File: config.mk
export PLATFORM = sky130hd
export DESIGN_NAME = pipeline_stall_controller_flat
export DESIGN_NICKNAME = d
export VERILOG_FILES = /design/src/rtl/pipeline_stall_controller_if.sv /design/src/rtl/pipeline_stall_controller.sv /design/src/flat_wrapper.sv
export SDC_FILE = /design/constraint.sdc
export NUM_CORES = 1
export LEC_CHECK = 0
export ABC_AREA = 1
export ABC_CLOCK_PERIOD_IN_PS = 1600
export BUFFER_PORTS_ARGS = -buffer_cell sky130_fd_sc_hd__clkbuf_2
export CAP_MARGIN = 20
export CORE_UTILIZATION = 25
export DETAILED_ROUTE_END_ITERATION = 16
export HOLD_SLACK_MARGIN = 0.12
export PLACE_DENSITY = 0.48
export SLEW_MARGIN = 15
export SYNTH_ARGS = -nofsm -noshare
export SYNTH_HDL_FRONTEND = slang
export SYNTH_SLANG_ARGS = --single-unit
File: constraint.sdc
create_clock -name clk_i -period 1.6 [get_ports clk_i]
set_input_delay 0.24 -clock clk_i [delete_from_list [all_inputs] [get_ports clk_i]]
set_output_delay 0.24 -clock clk_i [all_outputs]
set_load 0.05 [all_outputs]
File: src/rtl/pipeline_stall_controller_if.sv
// Pipeline hazard/sequencing signal bundle between the ID/EX control path and the stall controller.
// The stall_count_o signal is present only when STALL_COUNT_EN is defined.
interface pipeline_stall_controller_if #(
   parameter int R_WIDTH = 5
);
   logic [R_WIDTH-1:0] ID_rs_i;
   logic [R_WIDTH-1:0] ID_rt_i;
   logic               ID_uses_rt_i;
   logic               ID_md_use_i;
   logic               ID_branch_taken_i;
   logic [R_WIDTH-1:0] EX_rd_i;
   logic               EX_mem_read_i;
   logic               EX_md_start_i;
   logic               pc_write_o;
   logic               IF_ID_write_o;
   logic               IF_ID_flush_o;
   logic               ID_EX_flush_o;
   logic               md_busy_o;
   logic               md_done_o;
   logic               state_dbg;
`ifdef STALL_COUNT_EN
   logic [31:0]        stall_count_o;
`endif

   // Pipeline side: drives instruction info, receives enables and flushes.
   modport master (
      output ID_rs_i, ID_rt_i, ID_uses_rt_i, ID_md_use_i, ID_branch_taken_i,
      output EX_rd_i, EX_mem_read_i, EX_md_start_i,
      input  pc_write_o, IF_ID_write_o, IF_ID_flush_o, ID_EX_flush_o,
      input  md_busy_o, md_done_o, state_dbg
`ifdef STALL_COUNT_EN
      , input stall_count_o
`endif
   );

   modport slave (
      input  ID_rs_i, ID_rt_i, ID_uses_rt_i, ID_md_use_i, ID_branch_taken_i,
      input  EX_rd_i, EX_mem_read_i, EX_md_start_i,
      output pc_write_o, IF_ID_write_o, IF_ID_flush_o, ID_EX_flush_o,
      output md_busy_o, md_done_o, state_dbg
`ifdef STALL_COUNT_EN
      , output stall_count_o
`endif
   );
endinterface

File: src/rtl/pipeline_stall_controller.sv
// Load-use / multiply-divide hazard controller with branch flush for the 5-stage pipeline.
// Optional stall-cycle counter enabled by defining STALL_COUNT_EN.
module pipeline_stall_controller #(
   parameter int R_WIDTH    = 5,
   parameter int MD_LATENCY = 4
) (
   input logic                        clk_i,
   input logic                        rst_i,
   pipeline_stall_controller_if.slave bus
);

   if (MD_LATENCY < 2 || MD_LATENCY > 16) begin : g_bad_latency
      $error("MD_LATENCY must be in 2..16");
   end

   typedef enum logic {
      RUN     = 1'b0,
      MD_WAIT = 1'b1
   } state_t;

   localparam logic [3:0] CNT_INIT = 4'(MD_LATENCY - 1);

   state_t     state, state_nxt;
   logic [3:0] cnt, cnt_nxt;
   logic       lu_hazard;
   logic       md_hazard;
   logic       stall;
   logic       md_done;

   always_ff @(posedge clk_i) begin
      if (rst_i) begin
         state <= RUN;
         cnt   <= 4'd0;
      end else begin
         state <= state_nxt;
         cnt   <= cnt_nxt;
      end
   end

   // Register 0 is hardwired, so a load to it never creates a dependency.
   always_comb begin
      lu_hazard = 1'b0;
      if (bus.EX_mem_read_i && (bus.EX_rd_i != '0)) begin
         lu_hazard = (bus.ID_rs_i == bus.EX_rd_i) ||
                     (bus.ID_uses_rt_i && (bus.ID_rt_i == bus.EX_rd_i));
      end
   end

   // The dependent instruction is released in the done cycle; HI/LO lands at its end.
   assign md_done   = (state == MD_WAIT) && (cnt == 4'd0);
   assign md_hazard = (state == MD_WAIT) && bus.ID_md_use_i && (cnt != 4'd0);
   assign stall     = lu_hazard | md_hazard;

   always_comb begin
      state_nxt = state;
      cnt_nxt   = cnt;
      case (state)
         RUN: begin
            if (bus.EX_md_start_i) begin
               state_nxt = MD_WAIT;
               cnt_nxt   = CNT_INIT;
            end
         end
         MD_WAIT: begin
            if (cnt == 4'd0) begin
               state_nxt = RUN;
            end else begin
               cnt_nxt = cnt - 4'd1;
            end
         end
         default: begin
            state_nxt = RUN;
            cnt_nxt   = 4'd0;
         end
      endcase
   end

   // Stall beats flush: a taken branch under stall is re-evaluated next cycle.
   always_comb begin
      bus.pc_write_o    = 1'b1;
      bus.IF_ID_write_o = 1'b1;
      bus.IF_ID_flush_o = bus.ID_branch_taken_i;
      bus.ID_EX_flush_o = 1'b0;
      bus.md_done_o     = md_done;
      if (rst_i) begin
         bus.pc_write_o    = 1'b0;
         bus.IF_ID_write_o = 1'b0;
         bus.IF_ID_flush_o = 1'b1;
         bus.ID_EX_flush_o = 1'b1;
         bus.md_done_o     = 1'b0;
      end else if (stall) begin
         bus.pc_write_o    = 1'b0;
         bus.IF_ID_write_o = 1'b0;
         bus.IF_ID_flush_o = 1'b0;
         bus.ID_EX_flush_o = 1'b1;
      end
   end

   assign bus.md_busy_o = (state == MD_WAIT);
   assign bus.state_dbg = state;

`ifdef STALL_COUNT_EN
   logic [31:0] stall_count;

   always_ff @(posedge clk_i) begin
      if (rst_i) begin
         stall_count <= 32'd0;
      end else if (stall) begin
         stall_count <= stall_count + 32'd1;
      end
   end

   assign bus.stall_count_o = stall_count;
`endif

endmodule

File: src/flat_wrapper.sv
// flat-port wrapper written by rule: the top's interface ports become plain ports
module pipeline_stall_controller_flat 
#(
   parameter int R_WIDTH    = 5,
   parameter int MD_LATENCY = 4
)
  (clk_i, rst_i, bus_ID_rs_i, bus_ID_rt_i, bus_ID_uses_rt_i, bus_ID_md_use_i, bus_ID_branch_taken_i, bus_EX_rd_i, bus_EX_mem_read_i, bus_EX_md_start_i, bus_pc_write_o, bus_IF_ID_write_o, bus_IF_ID_flush_o, bus_ID_EX_flush_o, bus_md_busy_o, bus_md_done_o, bus_state_dbg);
  pipeline_stall_controller_if #(.R_WIDTH(R_WIDTH)) bus_i ();
  input logic clk_i;
  input logic rst_i;
  input wire logic [$bits(bus_i.ID_rs_i)-1:0] bus_ID_rs_i;
  input wire logic [$bits(bus_i.ID_rt_i)-1:0] bus_ID_rt_i;
  input wire logic [$bits(bus_i.ID_uses_rt_i)-1:0] bus_ID_uses_rt_i;
  input wire logic [$bits(bus_i.ID_md_use_i)-1:0] bus_ID_md_use_i;
  input wire logic [$bits(bus_i.ID_branch_taken_i)-1:0] bus_ID_branch_taken_i;
  input wire logic [$bits(bus_i.EX_rd_i)-1:0] bus_EX_rd_i;
  input wire logic [$bits(bus_i.EX_mem_read_i)-1:0] bus_EX_mem_read_i;
  input wire logic [$bits(bus_i.EX_md_start_i)-1:0] bus_EX_md_start_i;
  output wire logic [$bits(bus_i.pc_write_o)-1:0] bus_pc_write_o;
  output wire logic [$bits(bus_i.IF_ID_write_o)-1:0] bus_IF_ID_write_o;
  output wire logic [$bits(bus_i.IF_ID_flush_o)-1:0] bus_IF_ID_flush_o;
  output wire logic [$bits(bus_i.ID_EX_flush_o)-1:0] bus_ID_EX_flush_o;
  output wire logic [$bits(bus_i.md_busy_o)-1:0] bus_md_busy_o;
  output wire logic [$bits(bus_i.md_done_o)-1:0] bus_md_done_o;
  output wire logic [$bits(bus_i.state_dbg)-1:0] bus_state_dbg;
  assign bus_i.ID_rs_i = bus_ID_rs_i;
  assign bus_i.ID_rt_i = bus_ID_rt_i;
  assign bus_i.ID_uses_rt_i = bus_ID_uses_rt_i;
  assign bus_i.ID_md_use_i = bus_ID_md_use_i;
  assign bus_i.ID_branch_taken_i = bus_ID_branch_taken_i;
  assign bus_i.EX_rd_i = bus_EX_rd_i;
  assign bus_i.EX_mem_read_i = bus_EX_mem_read_i;
  assign bus_i.EX_md_start_i = bus_EX_md_start_i;
  assign bus_pc_write_o = bus_i.pc_write_o;
  assign bus_IF_ID_write_o = bus_i.IF_ID_write_o;
  assign bus_IF_ID_flush_o = bus_i.IF_ID_flush_o;
  assign bus_ID_EX_flush_o = bus_i.ID_EX_flush_o;
  assign bus_md_busy_o = bus_i.md_busy_o;
  assign bus_md_done_o = bus_i.md_done_o;
  assign bus_state_dbg = bus_i.state_dbg;
  pipeline_stall_controller #(.R_WIDTH(R_WIDTH), .MD_LATENCY(MD_LATENCY)) u_core (.clk_i(clk_i), .rst_i(rst_i), .bus(bus_i));
endmodule
### Word-level counts from Yosys, hierarchy flattened

Index checks and enable logic that the tools add are counted.

| word-level totals | value |
|---|---|
| register bits | 5 |
| bits of input ports | 22 |
| output and inout bits | 7 |
| word-level logic and storage cells | 33 |

| operators by class | value |
|---|---|
| add/sub/neg operators | 1 |
| equal/unequal tests | 4 |
| muxes and demuxes | 14 |
| bitwise logic cells | 2 |
| reductions and logical operators | 10 |

Operators with widths:

| cell | count |
|---|---|
| 5-bit == test | 2 |
| 1-bit two-way mux | 10 |
| 4-bit two-way mux | 2 |
| 4-bit one-hot mux with 2 select lines | 1 |
| 1-bit logical AND | 5 |
| 5-bit nonzero test | 1 |
| 4-bit logical NOT | 1 |
| 2-bit inequality test (second input constant) | 2 |
| 4-bit nonzero test | 1 |
| 4-bit by 1-bit subtractor with 4-bit output (second input constant) | 1 |
| 1-bit one-hot mux with 2 select lines | 1 |
| 2-bit AND reduction | 1 |
| 1-bit logical OR | 1 |
| 1-bit inverter | 1 |
| 1-bit bitwise OR | 1 |

### Depth between registers and ports, before layout

Gate-level depths: netlist of the first run.

| depth | value |
|---|---|
| word-level depth | 7 |
| mapped depth | 10 |
| mapped depth without buffers | 9 |

### Worst setup path before layout of the first run

Ideal clock, no wire load.

| timing path | value |
|---|---|
| path type | register to output |
| from | reg u_core.state (netlist: u_core.bus.md_busy_o) |
| to | out bus_md_done_o |
| arrival | 2.366 ns |
| required time | 1.360 ns |
| slack | -1.006 ns |
| stages on the path, launching flop included | 3 |
| path buffers | 0 |
| cell sequence | dfxtp_1 > inv_1 > nor4_1 |

| on the way | value |
|---|---|
| cells in the longest elaborated chain, start to end | 2 |

RTL lines:

| item | RTL line | text |
|---|---|---|
| start: declaration | pipeline_stall_controller.sv:23 | `state_t state, state_nxt;` |
| start signal: assignment | pipeline_stall_controller.sv:35 | `state <= state_nxt;` |
| 1-bit logical AND | pipeline_stall_controller.sv:50 | `assign md_done = (state == MD_WAIT) && (cnt == 4'd0);` |
| 1-bit two-way mux | pipeline_stall_controller.sv:85 | `if (rst_i) begin` |
| end: declaration | flat_wrapper.sv:24 | `output wire logic [$bits(bus_i.md_done_o)-1:0] bus_md_done_o;` |

Every way passes these cells.

### Worst setup path in the final report of the first run

| timing path | value |
|---|---|
| from | reg u_core.cnt[1] |
| to | out bus_pc_write_o |

| on the way | value |
|---|---|
| cells in the longest elaborated chain, start to end | 5 |

RTL lines:

| item | RTL line | text |
|---|---|---|
| start: declaration | pipeline_stall_controller.sv:24 | `logic [3:0] cnt, cnt_nxt;` |
| start signal: assignment | pipeline_stall_controller.sv:36 | `cnt <= cnt_nxt;` |
| 4-bit nonzero test | pipeline_stall_controller.sv:51 | `assign md_hazard = (state == MD_WAIT) && bus.ID_md_use_i && (cnt != 4'd0);` |
| 1-bit logical AND | pipeline_stall_controller.sv:51 |  |
| 1-bit bitwise OR | pipeline_stall_controller.sv:52 | `assign stall = lu_hazard \| md_hazard;` |
| 1-bit two-way mux | pipeline_stall_controller.sv:91 | `end else if (stall) begin` |
| 1-bit two-way mux | pipeline_stall_controller.sv:85 |  |
| end: declaration | flat_wrapper.sv:19 | `output wire logic [$bits(bus_i.pc_write_o)-1:0] bus_pc_write_o;` |

Every way passes these cells.

==> flow_metrics.env, run 1 <==
export IMPL_cts_tree="built"
export IMPL_detail_route_wl_per_cell_um=8.306
export IMPL_r2r_start="u_core.cnt[1]"
export IMPL_outcome="complete, but fails checks"
export IMPL_place_area_um2=724.4
export IMPL_max_freq_ghz=0.5892
export IMPL_cap_violations=0
export IMPL_final_cell_mix="35 x nand2_1, 23 x clkbuf_2, 19 x inv_1"
export IMPL_pre_cts_ws_ps=46.81
export IMPL_grt_pass1_wl_um=2070
export IMPL_tightest_slew_ps=274.9
export IMPL_final_nets=157
export IMPL_drc_errors=0
export IMPL_leakage_nw=0.5105
export IMPL_clk_latency_ps=240
export IMPL_endpoint_kind="output pin"
export IMPL_hp_start="rst_i"
export IMPL_seqPwrFrac_pct=25.7
export IMPL_synth_nets=118
export IMPL_hold_depth=2
export IMPL_min_period_ps=1697
export IMPL_fillers=234
export IMPL_core_um2=1942
export IMPL_antenna_found_initial=0
export IMPL_yosysWarnings=0
export IMPL_syn_to_final_growth_pct=69.19
export IMPL_holdWs_ps=239.0
export IMPL_finalCritPeriodShare_pct=106.1
export IMPL_cts_buffers=3
export IMPL_path_clk_slew_ps=40
export IMPL_cp_arrival_ps=1460
export IMPL_initialDrtViolationCount=11
export IMPL_cp_start_kind="flip-flop"
export IMPL_worstReg2RegEnd="u_core.cnt[2]"
export IMPL_max_slew_margin_rel_pct=81.75
export IMPL_failed_checks="negative setup slack"
export IMPL_critPathMaxFanout=3
export IMPL_wirelength_um=1329
export IMPL_path_class="reg -> out"
export IMPL_yosys_register_bits=5
export IMPL_multi_input_area_um2=359.1
export IMPL_htreeDepth=1
export IMPL_dp_hpwl_um=1053
export IMPL_overflow=0
export IMPL_cts_sinks=5
export IMPL_grt_max_degree=6
export IMPL_crit_required_ps=1360
export IMPL_ctsHoldBuffers=0
export IMPL_dp_cells=149
export IMPL_switchingPower_mw=0.2349
export IMPL_seq_area_frac_synth_pct=19.56
export IMPL_skew_ps=0.1389
export IMPL_synth_cells=95
export IMPL_pwr_share_comb_pct=50.0
export IMPL_internal_power_mw=0.3693
export IMPL_die_width_um=47.25
export IMPL_top_level_ports=29
export IMPL_detail_route_antenna_nets=0
export IMPL_placementRows=16
export IMPL_peakVddDrop_v=0.0003371
export IMPL_final_cell_area_um2=865.8
export IMPL_rrSetupSlack_ps=-50
export IMPL_fin_tns_setup_ps=-352.4
export IMPL_diodes=0
export IMPL_finalPower_mw=0.6042
export IMPL_synth_area_um2=511.7
export IMPL_whs_endpoint="u_core.cnt[2]"
export IMPL_grt_usage_pct=13.44
export IMPL_routabilityCongestion=0.7287
export IMPL_start_util_pct=26.35
export IMPL_use_met3_pct=4.615
export IMPL_switching_share_pct=38.87
export IMPL_busiest_layer="met2"
export IMPL_yosysUniqueCellTypes=18
export IMPL_finalHoldViolCount=0
export IMPL_utilization_pct=44.59
export IMPL_drive_gt1_share_pct=41.35
export IMPL_die_y_um=47.25
export IMPL_grt_pass1_vias=559
export IMPL_use_met2_pct=20.00
export IMPL_final_common_cell="nand2_1"
export IMPL_seq_area_um2=103.9
export IMPL_dr_pass1_iters=4
export IMPL_io_buffers=28
export IMPL_viasPerCell=4.144
export IMPL_finalSetupViolations=5
export IMPL_rsz0062_at_grt="yes"
export IMPL_ctsRootBufferMaster="clkbuf_4"
export IMPL_met1_usage_pct=17.05
export IMPL_synth_largest_area_cell="nand2_1"
export IMPL_clockPowerShare_pct=24.2
export IMPL_cts_buffer_depth=2
export IMPL_reg2reg_depth=12
export IMPL_dr_total_vias=663
export IMPL_yosys_area_top_type_share_pct=26.41
export IMPL_die_area_um2=2232
export IMPL_avgSynthCellArea_um2=5.387
export IMPL_synth_area_top_cells="nand2_1 26%, dfxtp_1 20%, inv_1 17%"
export IMPL_maxSlewViolCount=0
export IMPL_instances_no_fill=160
export IMPL_min_path_type="in -> reg"
export IMPL_power_per_cell_area_nw_per_um2=697.8
export IMPL_setup_ws_ps=-97.24
cell families after synthesis:
family	share of synthesized area [%]
flops	19.56
simple gates	44.50
xor+xnor	1.712
fa+ha+maj	2.445
buf+inv	19.80
compound gates	11.98
flip-flops by register name (all words and copies together), names as in the netlist:
signal                flops
u_core.cnt                4
u_core.bus.md_busy_o      1
cell usage after synthesis:
library cell,instances
dfxtp_1,5
o21ai_0,3
nand3_1,7
nand2_1,36
buf_4,2
inv_1,23
ha_1,1
nand4_1,1
a31oi_1,1
nand2_4,1
a21oi_1,3
nand2_2,1
xnor2_1,1
o21ai_4,1
nor2_1,6
nor3_1,1
nor4_1,1
a21oi_2,1
critical path: stages, from the launching register on:
cell and delay [ps]:
dfxtp_2 320, inv_2 60, ha_4 150, nand2_4 60, o21ai_4 140, inv_2 70, nand2_4 70, nand3_4 70
clkinvlp_4 110, clkbuf_16 160
worst max path at each step:
| stage | from | cells past startpoint | slack (ps) | to |
|---|---|---|---|---|
| floorplan | u_core.bus.md_busy_o | 2 | -220 | bus_md_done_o |
| global placement | u_core.cnt[1] | 9 | 60 | bus_IF_ID_flush_o |
| detailed placement | u_core.cnt[1] | 9 | 50 | bus_IF_ID_write_o |
| CTS | u_core.cnt[0] | 9 | -120 | bus_pc_write_o |
| global route | u_core.cnt[1] | 9 | -190 | bus_pc_write_o |
| finish | u_core.cnt[1] | 9 | -100 | bus_pc_write_o |
per-layer routing:
| metal | vias up | part of all wire, % |
|---|---|---|
| met3 | 4 | 4.3 |
| li1 | 364 | - |
| met5 | - | 0 |
| met1 | 276 | 44 |
| met4 | 0 | 2.3 |
| met2 | 19 | 49 |
timing repair:
item,in CTS,in global routing
gates resized for setup,11,2
endpoints found under the setup margin,4,6
buffers inserted,6,1
cloned,0,0
pin swaps,4,1
area by class of cell:
| cell class | count | area share [%] |
|---|---|---|
| clock buffers | 4 | 3.035 |
| repair buffers | 36 | 29.19 |
| well taps | 27 | 3.902 |
| multi-input cells | 65 | 41.47 |
| flip-flops and latches | 5 | 11.99 |
| inverters | 23 | 10.40 |
power groups by stage:
stage | registers, mW | logic [mW] | clock network, mW
after floorplan | 0.163 | 0.178 | 0
after global placement | 0.157 | 0.245 | 0
after detailed placement | 0.157 | 0.247 | 0
after CTS | 0.155 | 0.297 | 0.153
after global routing | 0.157 | 0.333 | 0.162
final | 0.155 | 0.302 | 0.146
Note: power is estimated with default switching activity, not from simulation.
==> run 2: changes to the inputs <==
--- a/config.mk
+++ b/config.mk
@@ -12,7 +12,7 @@
 export CORE_UTILIZATION = 25
 export DETAILED_ROUTE_END_ITERATION = 16
 export HOLD_SLACK_MARGIN = 0.12
-export PLACE_DENSITY = 0.48
+export PLACE_DENSITY = 0.6
 export SLEW_MARGIN = 15
 export SYNTH_ARGS = -nofsm -noshare
 export SYNTH_HDL_FRONTEND = slang
==> run 2 against run 1 <==
Largest cell class unchanged. The flow still finishes with violations (negative setup slack). Routed wire length increased by 2.0%. Global-route usage decreased by 0.57 points. Critical endpoint unchanged. Core utilization increased by 1.7 points. Clock power increased by 5%.
==> flow_metrics.env, run 2 (synthesis results as in run 1) <==
export IMPL_cts_sinks=5
export IMPL_cts_buffer_depth=2
export IMPL_instances_no_fill=164
export IMPL_switching_share_pct=38.77
export IMPL_multi_input_area_um2=354.1
export IMPL_maxSlewViolCount=0
export IMPL_critPathMaxFanout=2
export IMPL_die_y_um=47.25
export IMPL_cap_violations=0
export IMPL_cts_tree="built"
export IMPL_internal_power_mw=0.3878
export IMPL_dp_hpwl_um=1018
export IMPL_pre_cts_ws_ps=58.42
export IMPL_finalHoldViolCount=0
export IMPL_drive_gt1_share_pct=42.34
export IMPL_min_period_ps=1686
export IMPL_max_slew_margin_rel_pct=81.73
export IMPL_path_clk_slew_ps=50
export IMPL_htreeDepth=1
export IMPL_final_nets=161
export IMPL_largest_register_ffs=4
export IMPL_dr_pass1_iters=4
export IMPL_cp_start_kind="flip-flop"
export IMPL_wirelength_um=1355
export IMPL_setup_ws_ps=-85.51
export IMPL_io_buffers=28
export IMPL_top_register="u_core.cnt"
export IMPL_antenna_found_initial=0
export IMPL_cp_arrival_ps=1450
export IMPL_dp_cells=149
export IMPL_finalCritPeriodShare_pct=105.3
export IMPL_endpoint_kind="output pin"
export IMPL_min_path_type="in -> reg"
export IMPL_placementRows=16
export IMPL_outcome="complete, but fails checks"
export IMPL_switchingPower_mw=0.2455
export IMPL_grt_pass1_vias=563
export IMPL_finalPower_mw=0.6333
export IMPL_dr_total_vias=662
export IMPL_grt_usage_pct=12.87
export IMPL_fillers=208
export IMPL_ctsRootBufferMaster="clkbuf_4"
export IMPL_leakage_nw=0.5277
export IMPL_seq_area_um2=103.9
export IMPL_top_level_ports=29
export IMPL_failed_checks="negative setup slack"
export IMPL_seqPwrFrac_pct=24.4
export IMPL_diodes=0
export IMPL_crit_required_ps=1360
export IMPL_grt_max_degree=6
export IMPL_final_cell_area_um2=899.6
export IMPL_tightest_slew_ps=275.2
export IMPL_final_cell_mix="35 x nand2_1, 23 x clkbuf_2, 19 x inv_1"
export IMPL_final_common_cell="nand2_1"
export IMPL_syn_to_final_growth_pct=75.79
export IMPL_finalSetupViolations=6
export IMPL_viasPerCell=4.037
export IMPL_rrSetupSlack_ps=-20
export IMPL_skew_ps=1.944
export IMPL_initialDrtViolationCount=14
export IMPL_drc_errors=0
export IMPL_ctsHoldBuffers=0
export IMPL_detail_route_wl_per_cell_um=8.262
export IMPL_place_area_um2=724.4
export IMPL_pwr_share_comb_pct=51.5
export IMPL_die_area_um2=2232
export IMPL_grt_pass1_wl_um=2070
export IMPL_core_um2=1942
export IMPL_detail_route_antenna_nets=0
export IMPL_clk_latency_ps=250
export IMPL_cts_buffers=3
export IMPL_peakVddDrop_v=0.0003401
export IMPL_routabilityCongestion=0.7824
export IMPL_clockPowerShare_pct=24.1
export IMPL_start_util_pct=26.35
export IMPL_overflow=0
export IMPL_max_freq_ghz=0.5933
export IMPL_die_width_um=47.25
export IMPL_utilization_pct=46.33
export IMPL_path_class="reg -> out"
export IMPL_rsz0062_at_grt="yes"
export IMPL_power_per_cell_area_nw_per_um2=704.0
-- run 2: through the flow --
| step | TNS [ps] | hold slack, ps |
|---|---|---|
| 6_report | -306.6 | 233.4 |
| 5_1_grt | -797.9 | 240.5 |
| 4_1_cts | -350.6 | 233.4 |
| 3_5_place_dp | 0 | 485.3 |
| 3_3_place_gp | 0 | 472.1 |
| 2_1_floorplan | -461.3 | 301.7 |
-- run 2: path summary, 6_finish.rpt --
kind	startpoint	end	cells past startpoint
setup reg to reg	u_core.cnt[0]	u_core.cnt[2]	12
setup / recovery	u_core.cnt[0]	bus_pc_write_o	9
hold reg to reg	u_core.cnt[2]	u_core.cnt[2]	2
hold / removal	rst_i	u_core.cnt[2]	2
-- run 2: per-layer routing --
| layer | wire length (um) | track usage, % | vias up |
|---|---|---|---|
| met5 | 0 | 0 | - |
| met4 | 0 | 1.714 | 0 |
| met3 | 59 | 3.462 | 0 |
| met2 | 715 | 23.29 | 19 |
| met1 | 580 | 15.38 | 276 |
| li1 | - | - | 367 |
-- run 2: power by group through the flow --
stage / Sequential [mW] / Combinational [mW] / Clock, mW
2_1_floorplan: 0.163 / 0.178 / 0
3_3_place_gp: 0.158 / 0.240 / 0
3_5_place_dp: 0.157 / 0.243 / 0
4_1_cts: 0.154 / 0.308 / 0.155
5_1_grt: 0.156 / 0.358 / 0.170
6_report: 0.154 / 0.326 / 0.153
-- run 2: area by class of cell --
cell class	instances	area share (%)
Inverter	23	10.01
Tap cell	27	3.755
Timing Repair Buffer	40	32.41
Multi-Input combinational cell	65	39.36
Sequential cell	5	11.54
Clock buffer	4	2.921
-- run 2: worst max-delay path, cell delays in order, from the launching register on --
cell and delay, ps:
dfxtp_2 320, inv_2 70, ha_4 140, nand2_4 50
o21ai_4 130, inv_2 70, nand2_4 70, nand3_4 70
clkinvlp_4 110, clkbuf_16 160
-- run 2: what timing repair did --
action / CTS / global route
pin swaps: 2 / 0
buffers inserted: 9 / 2
gates cloned: 0 / 0
endpoints found under the setup margin: 4 / 6
resized for setup: 11 / 2
==> run 3: changes to the inputs <==
--- a/config.mk
+++ b/config.mk
@@ -11,6 +11,7 @@
 export CAP_MARGIN = 20
 export CORE_UTILIZATION = 25
 export DETAILED_ROUTE_END_ITERATION = 16
+export GPL_TIMING_DRIVEN = 0
 export HOLD_SLACK_MARGIN = 0.12
 export PLACE_DENSITY = 0.6
 export SLEW_MARGIN = 15
==> run 3 against run 2 <==
Sequential power hardly changed. Clock power hardly changed. Highest routed layer unchanged. Largest power group unchanged. The run still ends with negative setup slack left. Cell count is 1.8% higher. First-iteration DRC count did not move.
==> flow_metrics.env, run 3 (synthesis results as in run 1) <==
export IMPL_holdWs_ps=243.7
export IMPL_leakage_nw=0.5486
export IMPL_wirelength_um=1318
export IMPL_final_common_cell="nand2_1"
export IMPL_final_nets=164
export IMPL_max_freq_ghz=0.5688
export IMPL_failed_checks="negative setup slack"
export IMPL_cp_arrival_ps=1520
export IMPL_grt_usage_pct=12.81
export IMPL_viasPerCell=4.024
export IMPL_start_util_pct=26.35
export IMPL_cts_buffer_depth=2
export IMPL_min_path_type="in -> reg"
export IMPL_rsz0062_at_grt="yes"
export IMPL_ctsHoldBuffers=0
export IMPL_dr_total_vias=672
export IMPL_io_buffers=28
export IMPL_diodes=0
export IMPL_min_period_ps=1758
export IMPL_drc_errors=0
export IMPL_clk_latency_ps=240
export IMPL_max_slew_margin_rel_pct=82.32
export IMPL_finalSetupViolations=5
export IMPL_setup_ws_ps=-158.2
export IMPL_die_area_um2=2232
export IMPL_critPathMaxFanout=2
export IMPL_finalHoldViolCount=0
export IMPL_core_um2=1942
export IMPL_peakVddDrop_v=0.0002661
export IMPL_endpoint_kind="output pin"
export IMPL_largest_register_ffs=4
export IMPL_cts_buffers=3
export IMPL_overflow=0
export IMPL_final_cell_mix="35 x nand2_1, 23 x clkbuf_2, 19 x inv_1"
export IMPL_power_per_cell_area_nw_per_um2=691.0
export IMPL_path_class="reg -> out"
export IMPL_path_clk_slew_ps=50
export IMPL_routabilityCongestion=0.7850
export IMPL_cap_violations=0
export IMPL_placementRows=16
export IMPL_top_register="u_core.cnt"
export IMPL_grt_pass1_vias=586
export IMPL_die_width_um=47.25
export IMPL_skew_ps=3.390
export IMPL_die_y_um=47.25
export IMPL_detail_route_wl_per_cell_um=7.892
export IMPL_crit_required_ps=1360
export IMPL_cts_tree="built"
export IMPL_initialDrtViolationCount=14
export IMPL_dp_hpwl_um=993.3
export IMPL_cp_start_kind="flip-flop"
export IMPL_grt_pass1_wl_um=2090
export IMPL_tightest_slew_ps=263.1
export IMPL_dr_pass1_iters=4
export IMPL_detail_route_antenna_nets=0
export IMPL_cts_sinks=5
export IMPL_outcome="complete, but fails checks"
export IMPL_drive_gt1_share_pct=45.00
export IMPL_maxSlewViolCount=0
export IMPL_finalPower_mw=0.6449
export IMPL_htreeDepth=1
export IMPL_top_level_ports=29
export IMPL_syn_to_final_growth_pct=82.40
export IMPL_ctsRootBufferMaster="clkbuf_4"
export IMPL_grt_max_degree=6
export IMPL_antenna_found_initial=0
export IMPL_finalCritPeriodShare_pct=109.9
-- run 3: cell types whose count changed in the layout (fill, tap and decap cells not counted), sizes merged --
cell / before / now
buf: 13 / 17
clkbuf: 31 / 30
-- run 3: routing by layer --
layer	vias to the layer above	GRT usage (%)	wire length, um
li1	376	-	-
met1	282	16.14	624
met2	14	23.01	669
met3	0	0	24
met4	0	5.143	0
met5	-	0	0
-- run 3: final cells by class --
cell class	count	area, um2
plain buffers	2	22.52
clock buffers	4	26.28
fillers	205	1008
inverters	23	90.09
multi-input cells	65	364.1
flip-flops and latches	5	103.9
well taps	27	33.78
repair buffers	41	292.8
-- run 3: worst max-delay path: stages (launching register included) --
cell and delay (ps):
dfxtp_2 310, inv_2 70, ha_4 140, nand2_4 50, o21ai_4 160, inv_2 70
nand2_4 70, nand3_4 70, clkinvlp_4 90, buf_8 90, clkbuf_16 140
-- run 3: power by group --
| part | switching (mW) | leakage [nW] | total (mW) | internal (mW) |
|---|---|---|---|---|
| registers | 0.0130 | 0.0421 | 0.153 | 0.140 |
| clock network | 0.0564 | 0.0150 | 0.151 | 0.0946 |
| logic | 0.179 | 0.492 | 0.341 | 0.162 |
-- run 3: worst paths after layout --
path                                       end           from  slack (ps)  cells after the start
worst min-delay path             u_core.cnt[1]          rst_i         240                      2
worst max register to register   u_core.cnt[2]  u_core.cnt[0]        -150                     13
worst max-delay path            bus_pc_write_o  u_core.cnt[0]        -160                     10
worst min register to register   u_core.cnt[2]  u_core.cnt[2]         490                      2
-- run 3: timing repair --
action | in CTS | in global routing
gates resized for setup | 12 | 3
pin swaps | 3 | 3
buffers inserted | 11 | 2
setup endpoints to repair | 4 | 6
-- run 3: through the flow --
step	util, %	setup WS (ps)	area, um2	TNS (ps)	instances
3_5_place_dp	38.08	-153.3	739.5	-301.9	150
3_3_place_gp	38.08	-148.1	739.5	-293.1	150
4_1_cts	46.97	-144.3	912.1	-608.0	165
2_1_floorplan	-	-220.4	565.5	-461.3	95
5_1_grt	48.07	-232.0	933.4	-1078	167
6_report	48.07	-158.2	933.4	-682.7	167
